[config.mk]
export PLATFORM = sky130hd
export DESIGN_NAME = issue_scheduler_flat
export DESIGN_NICKNAME = d
export VERILOG_FILES = /design/src/rtl/issue_scheduler_pkg.sv /design/src/rtl/issue_scheduler_if.sv /design/src/rtl/issue_scheduler_entry.sv /design/src/rtl/issue_scheduler.sv /design/src/flat_wrapper.sv
export SDC_FILE = /design/constraint.sdc
export NUM_CORES = 1
export LEC_CHECK = 0
export CAP_MARGIN = 30
export CORE_MARGIN = 2
export CORE_UTILIZATION = 52
export CTS_CLUSTER_SIZE = 8
export DETAILED_ROUTE_END_ITERATION = 10
export PLACE_DENSITY = 0.84
export SLEW_MARGIN = 25
export SYNTH_ARGS = -nofsm -noshare
export SYNTH_HDL_FRONTEND = slang
export SYNTH_SLANG_ARGS = --single-unit
[constraint.sdc]
create_clock -name clk -period 4.1 [get_ports clk]
set_clock_uncertainty 0.15 [all_clocks]
set_input_delay 0.82 -clock clk [delete_from_list [all_inputs] [get_ports clk]]
set_output_delay 0.82 -clock clk [all_outputs]
set_load 0.03 [all_outputs]
[src/rtl/issue_scheduler_pkg.sv]
// issue_scheduler_pkg: shared types and helpers for the issue scheduler slice.
//   SCHED_ENTRY_NUM / SCHED_TAG_WIDTH / SCHED_PAYLOAD_WIDTH : default sizes
//   operand_t       : one operand slot {is_ref, data}; when is_ref the tag is data[TAG_WIDTH-1:0]
//   entry_op_e      : per-slot next-state selection driven by the top
//   tag_mask()      : mask selecting the tag bits out of a 32-bit operand word
//   wake_operand()  : CDB capture of a single operand
package issue_scheduler_pkg;

  localparam int unsigned SCHED_ENTRY_NUM     = 4;
  localparam int unsigned SCHED_TAG_WIDTH     = 6;
  localparam int unsigned SCHED_PAYLOAD_WIDTH = 16;
  localparam int unsigned DATA_W              = 32;

  typedef struct packed {
    logic              is_ref;
    logic [DATA_W-1:0] data;
  } operand_t;

  typedef enum logic [1:0] {
    ENT_HOLD,
    ENT_DISP,
    ENT_SHIFT,
    ENT_CLEAR
  } entry_op_e;

  function automatic logic [DATA_W-1:0] tag_mask(input int unsigned tag_width);
    return DATA_W'((64'd1 << tag_width) - 64'd1);
  endfunction

  // A pending operand whose tag matches the broadcast takes the broadcast value.
  function automatic operand_t wake_operand(input operand_t          op,
                                            input logic              en,
                                            input logic [DATA_W-1:0] mask,
                                            input logic [DATA_W-1:0] tag_ext,
                                            input logic [DATA_W-1:0] value);
    operand_t r;
    r = op;
    if (en && op.is_ref && ((op.data & mask) == tag_ext)) begin
      r.is_ref = 1'b0;
      r.data   = value;
    end
    return r;
  endfunction

endpackage

[src/rtl/issue_scheduler_if.sv]
// issue_scheduler_if: dispatch, CDB and issue buses of the issue scheduler.
//   master : ID stage / CDB / FU side (drives flush, disp_*, cdb_*, issue_ready)
//   slave  : the scheduler (drives disp_ready, issue_valid, issue_*, entry_count)
interface issue_scheduler_if
  import issue_scheduler_pkg::*;
#(
  parameter int unsigned ENTRY_NUM     = SCHED_ENTRY_NUM,
  parameter int unsigned TAG_WIDTH     = SCHED_TAG_WIDTH,
  parameter int unsigned PAYLOAD_WIDTH = SCHED_PAYLOAD_WIDTH
);
  localparam int unsigned CNT_W = $clog2(ENTRY_NUM + 1);

  logic                     flush;
  logic                     disp_valid;
  logic                     disp_ready;
  logic [PAYLOAD_WIDTH-1:0] disp_payload;
  logic                     disp_is_ref_1;
  logic                     disp_is_ref_2;
  logic [DATA_W-1:0]        disp_data_1;
  logic [DATA_W-1:0]        disp_data_2;
  logic                     cdb_valid;
  logic [TAG_WIDTH-1:0]     cdb_tag;
  logic [DATA_W-1:0]        cdb_data;
  logic                     issue_valid;
  logic                     issue_ready;
  logic [PAYLOAD_WIDTH-1:0] issue_payload;
  logic [DATA_W-1:0]        issue_data_1;
  logic [DATA_W-1:0]        issue_data_2;
  logic [CNT_W-1:0]         entry_count;

  modport master (
    output flush, disp_valid, disp_payload, disp_is_ref_1, disp_is_ref_2,
           disp_data_1, disp_data_2, cdb_valid, cdb_tag, cdb_data, issue_ready,
    input  disp_ready, issue_valid, issue_payload, issue_data_1, issue_data_2,
           entry_count
  );

  modport slave (
    input  flush, disp_valid, disp_payload, disp_is_ref_1, disp_is_ref_2,
           disp_data_1, disp_data_2, cdb_valid, cdb_tag, cdb_data, issue_ready,
    output disp_ready, issue_valid, issue_payload, issue_data_1, issue_data_2,
           entry_count
  );

endinterface

[src/rtl/issue_scheduler_entry.sv]
// sched_entry: one reservation-station slot {valid, payload, 2x operand}.
//   clk, rst (sync, active-low)
//   op                 : hold (with wakeup) / load from dispatch / load from upper neighbour / clear
//   cdb_*              : result broadcast, snooped for wakeup and for dispatch capture
//   disp_*             : raw dispatch operands
//   up_*               : upper neighbour's state, already woken, used when compacting
//   valid, payload     : stored state
//   woke_opnd_1/2      : stored operands with this cycle's broadcast applied
//   iss_opnd_1/2, ready: operands and readiness seen by the issue select
// Macro ISSUE_SCHED_FAST_WAKEUP_EN: readiness and issue operands include the current broadcast.
module sched_entry
  import issue_scheduler_pkg::*;
#(
  parameter int unsigned TAG_WIDTH     = SCHED_TAG_WIDTH,
  parameter int unsigned PAYLOAD_WIDTH = SCHED_PAYLOAD_WIDTH
) (
  input  logic                     clk,
  input  logic                     rst,
  input  entry_op_e                op,
  input  logic                     cdb_valid,
  input  logic [TAG_WIDTH-1:0]     cdb_tag,
  input  logic [DATA_W-1:0]        cdb_data,
  input  logic [PAYLOAD_WIDTH-1:0] disp_payload,
  input  operand_t                 disp_opnd_1,
  input  operand_t                 disp_opnd_2,
  input  logic                     up_valid,
  input  logic [PAYLOAD_WIDTH-1:0] up_payload,
  input  operand_t                 up_opnd_1,
  input  operand_t                 up_opnd_2,
  output logic                     valid,
  output logic [PAYLOAD_WIDTH-1:0] payload,
  output operand_t                 woke_opnd_1,
  output operand_t                 woke_opnd_2,
  output operand_t                 iss_opnd_1,
  output operand_t                 iss_opnd_2,
  output logic                     ready
);
  localparam logic [DATA_W-1:0] TAG_MASK = tag_mask(TAG_WIDTH);

  logic                     valid_q, valid_d;
  logic [PAYLOAD_WIDTH-1:0] payload_q, payload_d;
  operand_t                 opnd_1_q, opnd_1_d, opnd_2_q, opnd_2_d;
  logic [DATA_W-1:0]        tag_ext;

  assign tag_ext     = DATA_W'(cdb_tag);
  assign woke_opnd_1 = wake_operand(opnd_1_q, cdb_valid & valid_q, TAG_MASK, tag_ext, cdb_data);
  assign woke_opnd_2 = wake_operand(opnd_2_q, cdb_valid & valid_q, TAG_MASK, tag_ext, cdb_data);

  always_comb begin
    valid_d   = valid_q;
    payload_d = payload_q;
    opnd_1_d  = woke_opnd_1;
    opnd_2_d  = woke_opnd_2;
    unique case (op)
      ENT_HOLD: ;
      ENT_DISP: begin
        valid_d   = 1'b1;
        payload_d = disp_payload;
        opnd_1_d  = wake_operand(disp_opnd_1, cdb_valid, TAG_MASK, tag_ext, cdb_data);
        opnd_2_d  = wake_operand(disp_opnd_2, cdb_valid, TAG_MASK, tag_ext, cdb_data);
      end
      ENT_SHIFT: begin
        valid_d   = up_valid;
        payload_d = up_payload;
        opnd_1_d  = up_opnd_1;
        opnd_2_d  = up_opnd_2;
      end
      default: begin
        valid_d   = 1'b0;
        payload_d = '0;
        opnd_1_d  = '0;
        opnd_2_d  = '0;
      end
    endcase
  end

  always_ff @(posedge clk) begin
    if (!rst) begin
      valid_q   <= 1'b0;
      payload_q <= '0;
      opnd_1_q  <= '0;
      opnd_2_q  <= '0;
    end else begin
      valid_q   <= valid_d;
      payload_q <= payload_d;
      opnd_1_q  <= opnd_1_d;
      opnd_2_q  <= opnd_2_d;
    end
  end

  assign valid   = valid_q;
  assign payload = payload_q;

`ifdef ISSUE_SCHED_FAST_WAKEUP_EN
  assign iss_opnd_1 = woke_opnd_1;
  assign iss_opnd_2 = woke_opnd_2;
  assign ready      = valid_q & ~woke_opnd_1.is_ref & ~woke_opnd_2.is_ref;
`else
  assign iss_opnd_1 = opnd_1_q;
  assign iss_opnd_2 = opnd_2_q;
  assign ready      = valid_q & ~opnd_1_q.is_ref & ~opnd_2_q.is_ref;
`endif

endmodule

[src/rtl/issue_scheduler.sv]
// issue_scheduler: age-ordered reservation station feeding one execution unit.
//   clk, rst (sync, active-low)
//   bus (issue_scheduler_if.slave): flush, dispatch (disp_*), result broadcast (cdb_*),
//     issue handshake (issue_*), entry_count
// Slot 0 holds the oldest op; valid slots are contiguous from 0. The lowest ready slot
// issues; slots above it shift down one on issue.
// Macro ISSUE_SCHED_FAST_WAKEUP_EN: a broadcast can make an op issuable in the same cycle.
module issue_scheduler
  import issue_scheduler_pkg::*;
#(
  parameter int unsigned ENTRY_NUM     = SCHED_ENTRY_NUM,
  parameter int unsigned TAG_WIDTH     = SCHED_TAG_WIDTH,
  parameter int unsigned PAYLOAD_WIDTH = SCHED_PAYLOAD_WIDTH
) (
  input logic              clk,
  input logic              rst,
  issue_scheduler_if.slave bus
);
  localparam int unsigned CNT_W = $clog2(ENTRY_NUM + 1);
  localparam int unsigned IDX_W = $clog2(ENTRY_NUM);

  logic [CNT_W-1:0]         count_q, count_d, disp_idx;
  logic [IDX_W-1:0]         sel_idx;
  logic                     sel_found, disp_fire, issue_fire, disp_ready;
  operand_t                 disp_opnd_1, disp_opnd_2;

  entry_op_e                ent_op      [ENTRY_NUM];
  logic                     ent_valid   [ENTRY_NUM];
  logic [PAYLOAD_WIDTH-1:0] ent_payload [ENTRY_NUM];
  operand_t                 ent_woke_1  [ENTRY_NUM];
  operand_t                 ent_woke_2  [ENTRY_NUM];
  operand_t                 ent_iss_1   [ENTRY_NUM];
  operand_t                 ent_iss_2   [ENTRY_NUM];
  logic                     ent_ready   [ENTRY_NUM];
  logic                     up_valid    [ENTRY_NUM];
  logic [PAYLOAD_WIDTH-1:0] up_payload  [ENTRY_NUM];
  operand_t                 up_opnd_1   [ENTRY_NUM];
  operand_t                 up_opnd_2   [ENTRY_NUM];

  assign disp_opnd_1 = '{is_ref: bus.disp_is_ref_1, data: bus.disp_data_1};
  assign disp_opnd_2 = '{is_ref: bus.disp_is_ref_2, data: bus.disp_data_2};

  // No issue credit: a full station stays closed even if an issue fires this cycle.
  assign disp_ready = (count_q != CNT_W'(ENTRY_NUM));
  assign disp_fire  = bus.disp_valid & disp_ready;
  assign issue_fire = sel_found & bus.issue_ready;
  // The new op lands just above the survivors, so one slot lower when an issue compacts.
  assign disp_idx   = count_q - CNT_W'(issue_fire);

  for (genvar g = 0; g < ENTRY_NUM; g++) begin : g_entry
    if (g == ENTRY_NUM - 1) begin : g_last
      assign up_valid[g]   = 1'b0;
      assign up_payload[g] = '0;
      assign up_opnd_1[g]  = '0;
      assign up_opnd_2[g]  = '0;
    end else begin : g_inner
      assign up_valid[g]   = ent_valid[g+1];
      assign up_payload[g] = ent_payload[g+1];
      assign up_opnd_1[g]  = ent_woke_1[g+1];
      assign up_opnd_2[g]  = ent_woke_2[g+1];
    end

    sched_entry #(
      .TAG_WIDTH     (TAG_WIDTH),
      .PAYLOAD_WIDTH (PAYLOAD_WIDTH)
    ) u_entry (
      .clk          (clk),
      .rst          (rst),
      .op           (ent_op[g]),
      .cdb_valid    (bus.cdb_valid),
      .cdb_tag      (bus.cdb_tag),
      .cdb_data     (bus.cdb_data),
      .disp_payload (bus.disp_payload),
      .disp_opnd_1  (disp_opnd_1),
      .disp_opnd_2  (disp_opnd_2),
      .up_valid     (up_valid[g]),
      .up_payload   (up_payload[g]),
      .up_opnd_1    (up_opnd_1[g]),
      .up_opnd_2    (up_opnd_2[g]),
      .valid        (ent_valid[g]),
      .payload      (ent_payload[g]),
      .woke_opnd_1  (ent_woke_1[g]),
      .woke_opnd_2  (ent_woke_2[g]),
      .iss_opnd_1   (ent_iss_1[g]),
      .iss_opnd_2   (ent_iss_2[g]),
      .ready        (ent_ready[g])
    );
  end

  always_comb begin
    sel_found = 1'b0;
    sel_idx   = '0;
    for (int unsigned i = 0; i < ENTRY_NUM; i++) begin
      if (!sel_found && ent_ready[i]) begin
        sel_found = 1'b1;
        sel_idx   = IDX_W'(i);
      end
    end
  end

  always_comb begin
    for (int unsigned i = 0; i < ENTRY_NUM; i++) begin
      ent_op[i] = ENT_HOLD;
      if (bus.flush)                                  ent_op[i] = ENT_CLEAR;
      else if (disp_fire && CNT_W'(i) == disp_idx)    ent_op[i] = ENT_DISP;
      else if (issue_fire && IDX_W'(i) >= sel_idx)    ent_op[i] = ENT_SHIFT;
    end
  end

  always_comb begin
    count_d = count_q + CNT_W'(disp_fire) - CNT_W'(issue_fire);
    if (bus.flush) count_d = '0;
  end

  always_ff @(posedge clk) begin
    if (!rst) count_q <= '0;
    else      count_q <= count_d;
  end

  always_comb begin
    bus.issue_payload = '0;
    bus.issue_data_1  = '0;
    bus.issue_data_2  = '0;
    if (sel_found) begin
      bus.issue_payload = ent_payload[sel_idx];
      bus.issue_data_1  = ent_iss_1[sel_idx].data;
      bus.issue_data_2  = ent_iss_2[sel_idx].data;
    end
  end

  assign bus.issue_valid = sel_found;
  assign bus.disp_ready  = disp_ready;
  assign bus.entry_count = count_q;

endmodule

[src/flat_wrapper.sv]
// flat-port wrapper written by rule: the top's interface ports become plain ports
module issue_scheduler_flat import issue_scheduler_pkg::*;
#(
  parameter int unsigned ENTRY_NUM     = SCHED_ENTRY_NUM,
  parameter int unsigned TAG_WIDTH     = SCHED_TAG_WIDTH,
  parameter int unsigned PAYLOAD_WIDTH = SCHED_PAYLOAD_WIDTH
)
  (clk, rst, bus_flush, bus_disp_valid, bus_disp_payload, bus_disp_is_ref_1, bus_disp_is_ref_2, bus_disp_data_1, bus_disp_data_2, bus_cdb_valid, bus_cdb_tag, bus_cdb_data, bus_issue_ready, bus_disp_ready, bus_issue_valid, bus_issue_payload, bus_issue_data_1, bus_issue_data_2, bus_entry_count);
  issue_scheduler_if #(.ENTRY_NUM(ENTRY_NUM), .TAG_WIDTH(TAG_WIDTH), .PAYLOAD_WIDTH(PAYLOAD_WIDTH)) bus_i ();
  input logic clk;
  input logic rst;
  input wire logic [$bits(bus_i.flush)-1:0] bus_flush;
  input wire logic [$bits(bus_i.disp_valid)-1:0] bus_disp_valid;
  input wire logic [$bits(bus_i.disp_payload)-1:0] bus_disp_payload;
  input wire logic [$bits(bus_i.disp_is_ref_1)-1:0] bus_disp_is_ref_1;
  input wire logic [$bits(bus_i.disp_is_ref_2)-1:0] bus_disp_is_ref_2;
  input wire logic [$bits(bus_i.disp_data_1)-1:0] bus_disp_data_1;
  input wire logic [$bits(bus_i.disp_data_2)-1:0] bus_disp_data_2;
  input wire logic [$bits(bus_i.cdb_valid)-1:0] bus_cdb_valid;
  input wire logic [$bits(bus_i.cdb_tag)-1:0] bus_cdb_tag;
  input wire logic [$bits(bus_i.cdb_data)-1:0] bus_cdb_data;
  input wire logic [$bits(bus_i.issue_ready)-1:0] bus_issue_ready;
  output wire logic [$bits(bus_i.disp_ready)-1:0] bus_disp_ready;
  output wire logic [$bits(bus_i.issue_valid)-1:0] bus_issue_valid;
  output wire logic [$bits(bus_i.issue_payload)-1:0] bus_issue_payload;
  output wire logic [$bits(bus_i.issue_data_1)-1:0] bus_issue_data_1;
  output wire logic [$bits(bus_i.issue_data_2)-1:0] bus_issue_data_2;
  output wire logic [$bits(bus_i.entry_count)-1:0] bus_entry_count;
  assign bus_i.flush = bus_flush;
  assign bus_i.disp_valid = bus_disp_valid;
  assign bus_i.disp_payload = bus_disp_payload;
  assign bus_i.disp_is_ref_1 = bus_disp_is_ref_1;
  assign bus_i.disp_is_ref_2 = bus_disp_is_ref_2;
  assign bus_i.disp_data_1 = bus_disp_data_1;
  assign bus_i.disp_data_2 = bus_disp_data_2;
  assign bus_i.cdb_valid = bus_cdb_valid;
  assign bus_i.cdb_tag = bus_cdb_tag;
  assign bus_i.cdb_data = bus_cdb_data;
  assign bus_i.issue_ready = bus_issue_ready;
  assign bus_disp_ready = bus_i.disp_ready;
  assign bus_issue_valid = bus_i.issue_valid;
  assign bus_issue_payload = bus_i.issue_payload;
  assign bus_issue_data_1 = bus_i.issue_data_1;
  assign bus_issue_data_2 = bus_i.issue_data_2;
  assign bus_entry_count = bus_i.entry_count;
  issue_scheduler #(.ENTRY_NUM(ENTRY_NUM), .TAG_WIDTH(TAG_WIDTH), .PAYLOAD_WIDTH(PAYLOAD_WIDTH)) u_core (.clk(clk), .rst(rst), .bus(bus_i));
endmodule
* After elaboration in Yosys (flattened, before gate mapping)
Index checks and enable logic that the tools add are counted.
Word-level totals: flip-flop bits (word level) 335, bits in latches 0, RAM bits 0, ROM bits 0, bits of input ports 126, output and inout bits 85, word-level logic and storage cells 177, memories kept 0
Cells by class: $add $sub $neg 3, $mul 0, div/mod/pow operators 0, magnitude comparators 5, equal/unequal tests 23, shift operators 0, muxes and demuxes 57, bitwise operators 24, reductions and logical operators 40
Operators with widths (count):
- $pmux W33 S3 | 6
- $mux W33 | 10
- $mux W32 | 6
- $pmux W16 S3 | 3
- $bmux W33 S2 | 2
- $pmux W33 S2 | 2
- $eq A6 B6 Y1 | 10
- $mux W16 | 3
- $bmux W16 S2 | 1
- $pmux W16 S2 | 1
- $logic_and A1 B1 Y1 | 31
- $mux W2 | 14
- $and A1 B1 Y1 | 14
- $not A1 Y1 | 9
- $pmux W1 S3 | 3
- $eq A2 B1 Y1 const B | 4
- $logic_not A2 Y1 | 4
- $eq A2 B2 Y1 const B | 3
- $eq A2 B3 Y1 const A | 2
- $sub A3 B1 Y3 | 2
- $mux W1 | 5
- $ge A1 B2 Y1 const A | 2
- $ge A2 B2 Y1 const A | 2
- $ne A2 B2 Y1 const B | 2
- 9 further kinds | 11

* Logic depth before layout (Yosys ltp)
Gate-level depths: netlist (run 1).
depth after elaboration 21, depth in mapped cells 18, depth with buffers taken out 14

* By module
Synthesis (run 1) repeated with hierarchy kept, for this count alone.
Second synthesis, totals: cell total of the unflattened synthesis 3320, area total of the unflattened synthesis 27840.5 sq um
By module, submodules not included:
- sched_entry | times used 4, cells an instance 722, area each 6179.7 sq um, sequential area each 1661.6 sq um
- issue_scheduler | times used 1, cells an instance 432, area each 3121.7 sq um, sequential area each 60.1 sq um

* Worst setup path after synthesis (run 1)
No wires, ideal clock.
path type flip-flop to flip-flop, start point reg u_core.g_entry[0].u_entry.valid_q, end point reg u_core.g_entry[0].u_entry.opnd_2_q (netlist bit u_core.g_entry[0].u_entry.iss_opnd_2[10]), setup time 0.117 ns, arrival 3.632 ns, data required time 3.833 ns, setup slack 0.200 ns, cell stages (with the launch flop) 18, buffers on the path 3, period minus slack after synthesis 3.900 ns, path through dfxtp_1 nor3b_2 or2_1 buf_4 or2_2 clkbuf_1 and2_1 nand2_1 inv_1 ha_1 or2_1 a211o_1 or4_1 nand3b_1 o21a_1 buf_2 nand2b_1 a32o_1
On the way: cells in the longest elaborated chain, start to end 20, elaborated cells between the ends (all ways) 32, classes of those cells 1 x add/sub; 1 x order compare; 3 x eq/ne; 11 x mux; 4 x bitwise; 12 x reduce/logical
RTL lines:
- start: declaration | line issue_scheduler_entry.sv:40 | logic valid_q, valid_d;
- start signal: assignment | line issue_scheduler_entry.sv:84 | valid_q <= valid_d;
- $and A1 B1 Y1 (2 in a row) | line issue_scheduler_entry.sv:101 | assign ready = valid_q & ~opnd_1_q.is_ref & ~opnd_2_q.is_ref;
- $mux W1 | line issue_scheduler.sv:94 | if (!sel_found && ent_ready[i]) begin
- $logic_not A1 Y1 | line issue_scheduler.sv:94
- $logic_and A1 B1 Y1 | line issue_scheduler.sv:94
- $mux W1 | line issue_scheduler.sv:94
- $logic_not A1 Y1 | line issue_scheduler.sv:94
- $logic_and A1 B1 Y1 | line issue_scheduler.sv:94
- $mux W1 | line issue_scheduler.sv:94
- [... 3 more ...]
- $and A1 B1 Y1 | line issue_scheduler.sv:46 | assign issue_fire = sel_found & bus.issue_ready;
- $sub A3 B1 Y3 | line issue_scheduler.sv:48 | assign disp_idx = count_q - CNT_W'(issue_fire);
- $logic_not A3 Y1 | line issue_scheduler.sv:105 | else if (disp_fire && CNT_W'(i) == disp_idx) ent_op[i] = ENT_DISP;
- $logic_and A1 B1 Y1 | line issue_scheduler.sv:105
- $mux W2 | line issue_scheduler.sv:105
- $mux W2 | line issue_scheduler.sv:104 | if (bus.flush) ent_op[i] = ENT_CLEAR;
- $eq A2 B2 Y1 (tied with other cells) | line issue_scheduler_entry.sv:54 | unique case (op)
- $pmux W33 S3 / $ne A2 B2 Y1 (equally long branches)
- end signal: assignment | line issue_scheduler_entry.sv:87 | opnd_2_q <= opnd_2_d;
- end: declaration | line issue_scheduler_entry.sv:42 | operand_t opnd_1_q, opnd_1_d, opnd_2_q, opnd_2_d;
Several ways; a longest one is shown, not always the timed one. A chain may end at the register's enable or synchronous reset.

* Worst setup path in the final report (run 1)
start point reg u_core.g_entry[1].u_entry.valid_q, end point out bus_issue_data_1[0]
On the way: cells in the longest elaborated chain, start to end 15, elaborated cells between the ends (all ways) 18, classes of those cells 10 x mux; 3 x bitwise; 5 x reduce/logical
RTL lines:
- start: declaration | line issue_scheduler_entry.sv:40
- start signal: assignment | line issue_scheduler_entry.sv:84
- $and A1 B1 Y1 * (2 in a row) | line issue_scheduler_entry.sv:101
- $logic_and A1 B1 Y1 * | line issue_scheduler.sv:94
- $mux W1 | line issue_scheduler.sv:94
- $logic_not A1 Y1 | line issue_scheduler.sv:94
- $logic_and A1 B1 Y1 | line issue_scheduler.sv:94
- $mux W1 | line issue_scheduler.sv:94
- $logic_not A1 Y1 | line issue_scheduler.sv:94
- $logic_and A1 B1 Y1 | line issue_scheduler.sv:94
- $mux W2 | line issue_scheduler.sv:94
- $not A2 Y3 (implied by the code) | line issue_scheduler.sv:126 | bus.issue_data_1 = ent_iss_1[sel_idx].data;
- $bmux W33 S2 | line issue_scheduler.sv:126
- $mux W32 (implied by the code) (2 in a row) | line issue_scheduler.sv:126
- $mux W32 * | line issue_scheduler.sv:124 | if (sel_found) begin
- end: declaration | line flat_wrapper.sv:26 | output wire logic [$bits(bus_i.issue_data_1)-1:0] bus_issue_data_1;
Mark *: on every way between the ends. The rest lies on a longest branch, timed or not. The select of a mux whose other input is x is not followed.

==> results of run 1 <==
worst min-delay path: cells and delay by family (launching register included):
kind	cells	cell delay [ns]
flops	1	0.32
compound gates	1	0.05
simple gates	1	0.05
final timing paths:
kind | from | endpoint | slack, ns | depth (start not counted)
setup reg to reg | u_core.g_entry[1].u_entry.valid | u_core.g_entry[0].u_entry.iss_opnd_2[29] | 0.19 | 15
hold / removal | u_core.g_entry[0].u_entry.iss_opnd_1[21] | u_core.g_entry[0].u_entry.iss_opnd_1[21] | 0.31 | 2
setup / recovery | u_core.g_entry[1].u_entry.valid | bus_issue_data_1[0] | 0.08 | 10
hold reg to reg | u_core.g_entry[0].u_entry.iss_opnd_1[21] | u_core.g_entry[0].u_entry.iss_opnd_1[21] | 0.31 | 2
power groups by stage:
| stage | registers [uW] | logic (uW) | clock network (uW) |
|---|---|---|---|
| floorplan | 3560 | 1310 | 0 |
| global placement | 3580 | 2010 | 0 |
| detailed placement | 3600 | 2060 | 0 |
| CTS | 3530 | 2090 | 3550 |
| global route | 3550 | 2280 | 3690 |
| finish | 3540 | 2180 | 3560 |
per-layer routing:
layer	global-route usage	part of all wire
met3	0.0933	0.13
met2	0.562	0.45
met5	0	0.00017
met4	0.260	0.071
met1	0.419	0.35
registers in the layout (all words and copies together), names as in the netlist:
signal / count
u_core.g_entry.u_entry.payload: 64
u_core.bus.entry_count: 3
u_core.g_entry.u_entry.iss_opnd_1: 132
u_core.g_entry.u_entry.valid: 4
u_core.g_entry.u_entry.iss_opnd_2: 132
per-stage QoR:
step                setup slack, ns  setup TNS (ns)  hold WS [ns]  power (uW)  std cells
floorplan                     0.200               0         0.270        4870       2279
global placement              0.138               0         0.278        5590       2862
detailed placement           0.0712               0         0.296        5660       2862
CTS                         -0.0367         -0.0426         0.307        9180       2919
global route                0.00405               0         0.334        9520       2929
finish                       0.0832               0         0.308        9290       2930
placed cells by master (no fill, tap or decap), types with 5 or more instances in the layout:
cell / Yosys / layout
a211oi_1: 23 / 23
a21oi_1: 133 / 133
a22oi_1: 16 / 16
a32o_1: 32 / 32
and2_1: 83 / 81
buf_12: 0 / 19
buf_4: 1 / 146
clkbuf_16: 0 / 50
clkdlybuf4s50_1: 0 / 130
dfxtp_1: 335 / 334
dlygate4sd2_1: 0 / 12
inv_1: 5 / 5
mux2_2: 66 / 66
mux2i_1: 185 / 185
mux4_2: 80 / 80
nand2_1: 236 / 234
nand2b_1: 32 / 32
nand3_1: 44 / 43
nand4_1: 9 / 9
nor2_1: 288 / 287
nor2b_1: 18 / 16
nor3_1: 55 / 54
nor4_1: 25 / 25
o211ai_1: 29 / 29
o21ai_0: 37 / 36
o221ai_1: 64 / 64
o22a_1: 57 / 57
o22ai_1: 37 / 37
o31ai_1: 22 / 22
o41ai_2: 8 / 8
or3_1: 13 / 13
xnor2_1: 31 / 31
xor2_1: 32 / 32
cell families after synthesis:
family,count (synthesis),synth area share
compound gates,482,0.175
fa+ha+maj,4,0.00287
xor+xnor,64,0.0289
simple gates,824,0.189
buf+inv,239,0.0513
mux,331,0.219
flops,335,0.334
timing repair:
item,4_1_cts,5_1_grt
gates resized for setup,25,5
endpoints found under the setup margin,43,32
pin swaps,0,1
cloned,1,2
buffers inserted,2,8
layout make-up:
type / instances / share of cell area
well taps: 511 / 0.0265
diodes: 1 / 0.000104
multi-input cells: 1705 / 0.514
inverters: 7 / 0.00109
flip-flops and latches: 335 / 0.278
repair buffers: 317 / 0.128
clock inverters: 3 / 0.00243
clock buffers: 51 / 0.0502
==> summary.txt, run 1 <==
Run status
  – Status: complete, no violations

Routing
  – DRC violations left: 0
  – Initial DRC count: 2736
  – Total wire length: 74800 um
  – Wire per inst: 25.5 um
  – Drt first pass iters: 8
  – Vias per cell: 6.95
  – Via count: 20354
  – DRT antenna net count: 0

Clocking
  – Hold Buf Count CTS: 0
  – CTS Sinks: 335
  – Reg clk slew, reported paths: 0.05 ns
  – CTS tree: yes
  – Clock Tree Buf Depth: 3
  – CTS Buf Count: 48
  – Clk_lat worst skew: 0.59 ns
  – Root buf cell: clkbuf_16
  – H-tree levels: 2

Synthesis
  – Yosys top cell area share: 0.334
  – Top cells by area, synth: dfxtp_1, mux2i_1, mux4_2
  – Post-synthesis sequential area ratio: 0.334
  – Count leader, synth: dfxtp_1
  – Synthesized net count: 2409
  – Syn_area_per_cell: 8.80 um^2
  – Cells after Synth: 2279
  – #FFs+latches synth: 335
  – Cell Area, Synth: 20100 um^2
  – Yosys top cell by area: dfxtp_1
  – FFs w/ async S/R, synth: 0
  – Main synth FF type: dfxtp_1
  – Synth Warn #: 0
  – EDFF count, synth: 0
  – Most frequent cells after synthesis: dfxtp_1, nor2_1, nand2_1
  – Synth unique cells: 68

Pwr
  – Maximum VDD drop: 0.000274 V
  – Sequential share of power: 0.382
  – Clk network pwr share: 0.383
  – Power per cell area: 385 nW/um^2
  – P_int: 6340 uW
  – Switching power total: 2950 uW
  – Gate power share: 0.235
  – Sw frac: 0.317
  – Leak pwr: 0.0101 uW

STA
  – Relative slew slack: 0.352
  – Final period util: 0.980
  – Hold Vio Cnt, Final: 0
  – Slew @ Worst Pin: 0.969 ns
  – Fmax: 249 MHz
  – Post-layout minimum cycle time: 4.02 ns
  – RSZ-0062 raised after global routing: false
  – Max-slew violations: 0
  – Final setup violation count: 0

Finish
  – Design area: 24200 um^2
  – Fraction of layout cells with a size suffix above 1: 0.172
  – Nets: 2544
  – Register Area: 6710 um^2
  – Layout fillers: 2991
  – Area grow syn2layout: 20.4%
  – Final core utilization: 0.638
  – Area of the multi-input gates: 12400 um^2

Worst setup path
  – CP Launch Type: register
  – CP bufs+invs: 5
  – Critical path type: reg -> out
  – Cell family with the largest share of critical-path delay: buffers and inverters
  – Slowest cell on crit path: mux4_2
  – Worst path max stage delay: 0.57 ns
  – Crit-path max FO: 8
  – CP Data Required Time: 3.13 ns
  – Critical Path AT: 3.05 ns
  – Crit end category: primary output
  – Critical Path, Cell by Cell: nor3b_2 -> or2_1 -> buf_6 -> nor2b_4 -> buf_6 -> buf_16 -> buf_16 -> mux4_2 -> and2_4 -> buf_4

Floorplanning
  – Die W: 200 um
  – Initial Utilization: 0.530
  – Die extent in y: 200 um
  – # rows: 71
  – CORE AREA: 37800 um^2
  – Die area: 40200 um^2
  – Top Ports: 211

Run
  – Max-cap violations: 0

GRT
  – Number of global-route vias before repair: 20786
  – Global-route wire length before repair: 114000 um
  – Largest net degree at the start of global routing: 82
  – GRT overflow: 0
  – GRT Total Usage: 0.356
  – Initial antenna violation count: 2

Worst hold path
  – Worst hold path type: reg -> reg

Placed design
  – PortBufs: 210
  – HPWL Detailed: 45000 um
  – Placement Cell Area: 22700 um^2
  – Routability-driven placement congestion ratio: 0.910
(Power assumes the default switching activity.)
==> run 2: changes to the inputs <==
Settings changed: CELL_PAD_IN_SITES_DETAIL_PLACEMENT set to 0, CELL_PAD_IN_SITES_GLOBAL_PLACEMENT set to 2, CORE_UTILIZATION 52 to 36, PLACE_DENSITY 0.84 to 0.89.
Clock period 4.1 ns to 4.4 ns, I/O delays scaled along.
==> summary.txt, run 2 (synthesis gave the netlist of run 1 again) <==
STA
  – RSZ-0062 raised after global routing: false
  – Post-layout minimum cycle time: 4.31 ns
  – Relative slew slack: 0.405 (+0.0535)
  – Fmax: 232 MHz
  – Max-slew violations: 0 (unchanged)
  – Final setup violation count: 0 (unchanged)
  – Hold Vio Cnt, Final: 0 (unchanged)
  – TNS Setup: 0 ns (unchanged)
  – Slew @ Worst Pin: 0.889 ns (-0.0804 ns)
  – Final period util: 0.980

Run status
  – Status: complete, no violations

Clocking
  – Root buf cell: clkbuf_16
  – CTS Sinks: 335 (unchanged)
  – Hold Buf Count CTS: 0 (unchanged)
  – CTS tree: yes
  – Clk_lat worst skew: 0.60 ns (about the same)
  – Reg clk slew, reported paths: 0.06 ns (about the same)
  – CTS Buf Count: 48 (unchanged)
  – Clock Tree Buf Depth: 3 (unchanged)
  – H-tree levels: 2 (unchanged)

GRT
  – Number of global-route vias before repair: 19521 (-6.1%)
  – GRT Total Usage: 0.280 (-0.0757)
  – Global-route wire length before repair: 122000 um (+7.7%)
  – Largest net degree at the start of global routing: 82 (unchanged)
  – GRT overflow: 0 (unchanged)
  – Initial antenna violation count: 1 (-1)

Worst hold path
  – Hold EP: u_core.g_entry[0].u_entry.iss_opnd_1[10]
  – Worst hold path type: reg -> reg
  – Hold Path Stages: 2 (unchanged)
  – Worst Hold Launch: u_core.g_entry[0].u_entry.iss_opnd_1[10]

Routing
  – Drt first pass iters: 6 (-2)
  – Initial DRC count: 2084 (-24%)
  – Via count: 19422 (-4.6%)
  – Total wire length: 82400 um (+10%)
  – DRC violations left: 0 (unchanged)
  – Wire per inst: 26.0 um (+2.1%)
  – DRT antenna net count: 0 (unchanged)
  – Vias per cell: 6.14 (-12%)

Finish
  – Antenna cells: 0 (-1)
  – Area grow syn2layout: 22.4%
  – Fraction of layout cells with a size suffix above 1: 0.147 (-0.0246)
  – Most common cell after layout, fill and taps aside: dfxtp_1
  – Nets: 2540 (-0.16%)
  – Most frequent cells in the layout: dfxtp_1, nor2_1, nand2_1

Worst setup path
  – Reg2reg end: u_core.g_entry[0].u_entry.iss_opnd_2[0]
  – Worst reg2reg path depth: 14 (-1)
  – CP Data Required Time: 3.37 ns (+0.24 ns)
  – R2r startpoint: u_core.g_entry[0].u_entry.valid
  – Worst path max stage delay: 0.55 ns (-0.02 ns)
  – Crit-path max FO: 20 (+12)
  – CP bufs+invs: 4 (-1)
  – Critical path type: reg -> out
  – Top cell by count, worst path: buf_4
  – Critical Path, Cell by Cell: nor3b_2 -> or2_1 -> buf_4 -> nor2b_4 -> buf_4 -> bufbuf_16 -> mux4_2 -> and2_1 -> buf_4
  – CP Launch Type: register
  – Cell family with the largest share of critical-path delay: buffers and inverters
  – Critical Path AT: 3.28 ns (+0.23 ns)
  – Slowest cell on crit path: mux4_2
  – Crit end category: primary output
  – FF-to-FF setup slack: 0.37 ns (+0.18 ns)

Pwr
  – Leak pwr: 0.0104 uW (+2.6%)
  – Power per cell area: 356 nW/um^2 (-7.5%)
  – Tot Pwr: 8730 uW (-6.0%)
  – Maximum VDD drop: 0.000275 V (+0.33%)

Placed design
  – HPWL Detailed: 49700 um (+10%)
  – PortBufs: 210 (unchanged)
  – Routability-driven placement congestion ratio: 0.915 (+0.49%)

Floorplanning
  – Die extent in y: 240 um (+20%)
  – Top Ports: 211 (unchanged)
  – Die W: 240 um (+20%)
  – Initial Utilization: 0.364 (-0.166)
  – Die area: 57600 um^2 (+43%)
  – # rows: 86 (+21%)
  – CORE AREA: 55100 um^2 (+46%)

Run
  – Max-cap violations: 0 (unchanged)
-- run 2: layer usage --
metal,GRT usage,vias to the layer above,part of all wire
met3,0.0533,195,0.086
met2,0.462,1055,0.47
li1,-,8536,-
met1,0.354,9636,0.40
met5,0,-,0
met4,0.129,0,0.039
-- run 2: timing repair --
item                       in CTS  in global routing
gates cloned                    2                  0
setup buffers                   2                  4
pin swaps                       0                  1
resized for setup              57                 14
setup endpoints to repair      69                 19
-- run 2: worst max path at each step --
stage / depth (start not counted) / to / slack (ns) / start
after detailed placement: 12 / u_core.g_entry[0].u_entry.iss_opnd_2[26] / 0.20 / bus_issue_ready
after global routing: 7 / bus_issue_data_1[15] / 0.03 / u_core.g_entry[2].u_entry.valid
final: 9 / bus_issue_data_2[25] / 0.09 / u_core.g_entry[0].u_entry.valid
after global placement: 11 / u_core.g_entry[0].u_entry.iss_opnd_1[11] / 0.11 / bus_issue_ready
after CTS: 7 / bus_issue_data_2[3] / -0.04 / u_core.g_entry[2].u_entry.valid
after floorplan: 17 / u_core.g_entry[0].u_entry.iss_opnd_2[10] / 0.50 / u_core.g_entry[0].u_entry.valid
-- run 2: final cells by class --
cell class              instances  area (um^2)
repair buffers                313         3170
clock inverters                 4         67.6
fillers                      5363        30500
multi-input cells            1705        12400
flip-flops and latches        335         6710
inverters                       7         26.3
well taps                     748          936
clock buffers                  50         1220
-- run 2: tightest hold or removal path: cells and delay by family (launching register included) --
family / cells / cell delay [ns]
compound gates: 1 / 0.05
flops: 1 / 0.32
simple gates: 1 / 0.05
-- run 2: metrics by stage --
stage,std cells,instance area [um^2],hold WS (ns),util,setup WS (ns)
floorplan,2279,20100,0.270,-,0.500
global placement,3097,23100,0.278,0.420,0.110
detailed placement,3099,23200,0.290,0.420,0.198
CTS,3157,24500,0.300,0.444,-0.0378
global route,3162,24600,0.320,0.446,0.0282
finish,3162,24600,0.309,0.446,0.0891
-- run 2: where the power goes --
group	switching, uW	internal [uW]	total, uW
clock network	1430	1950	3380
logic	1270	786	2060
registers	112	3190	3300
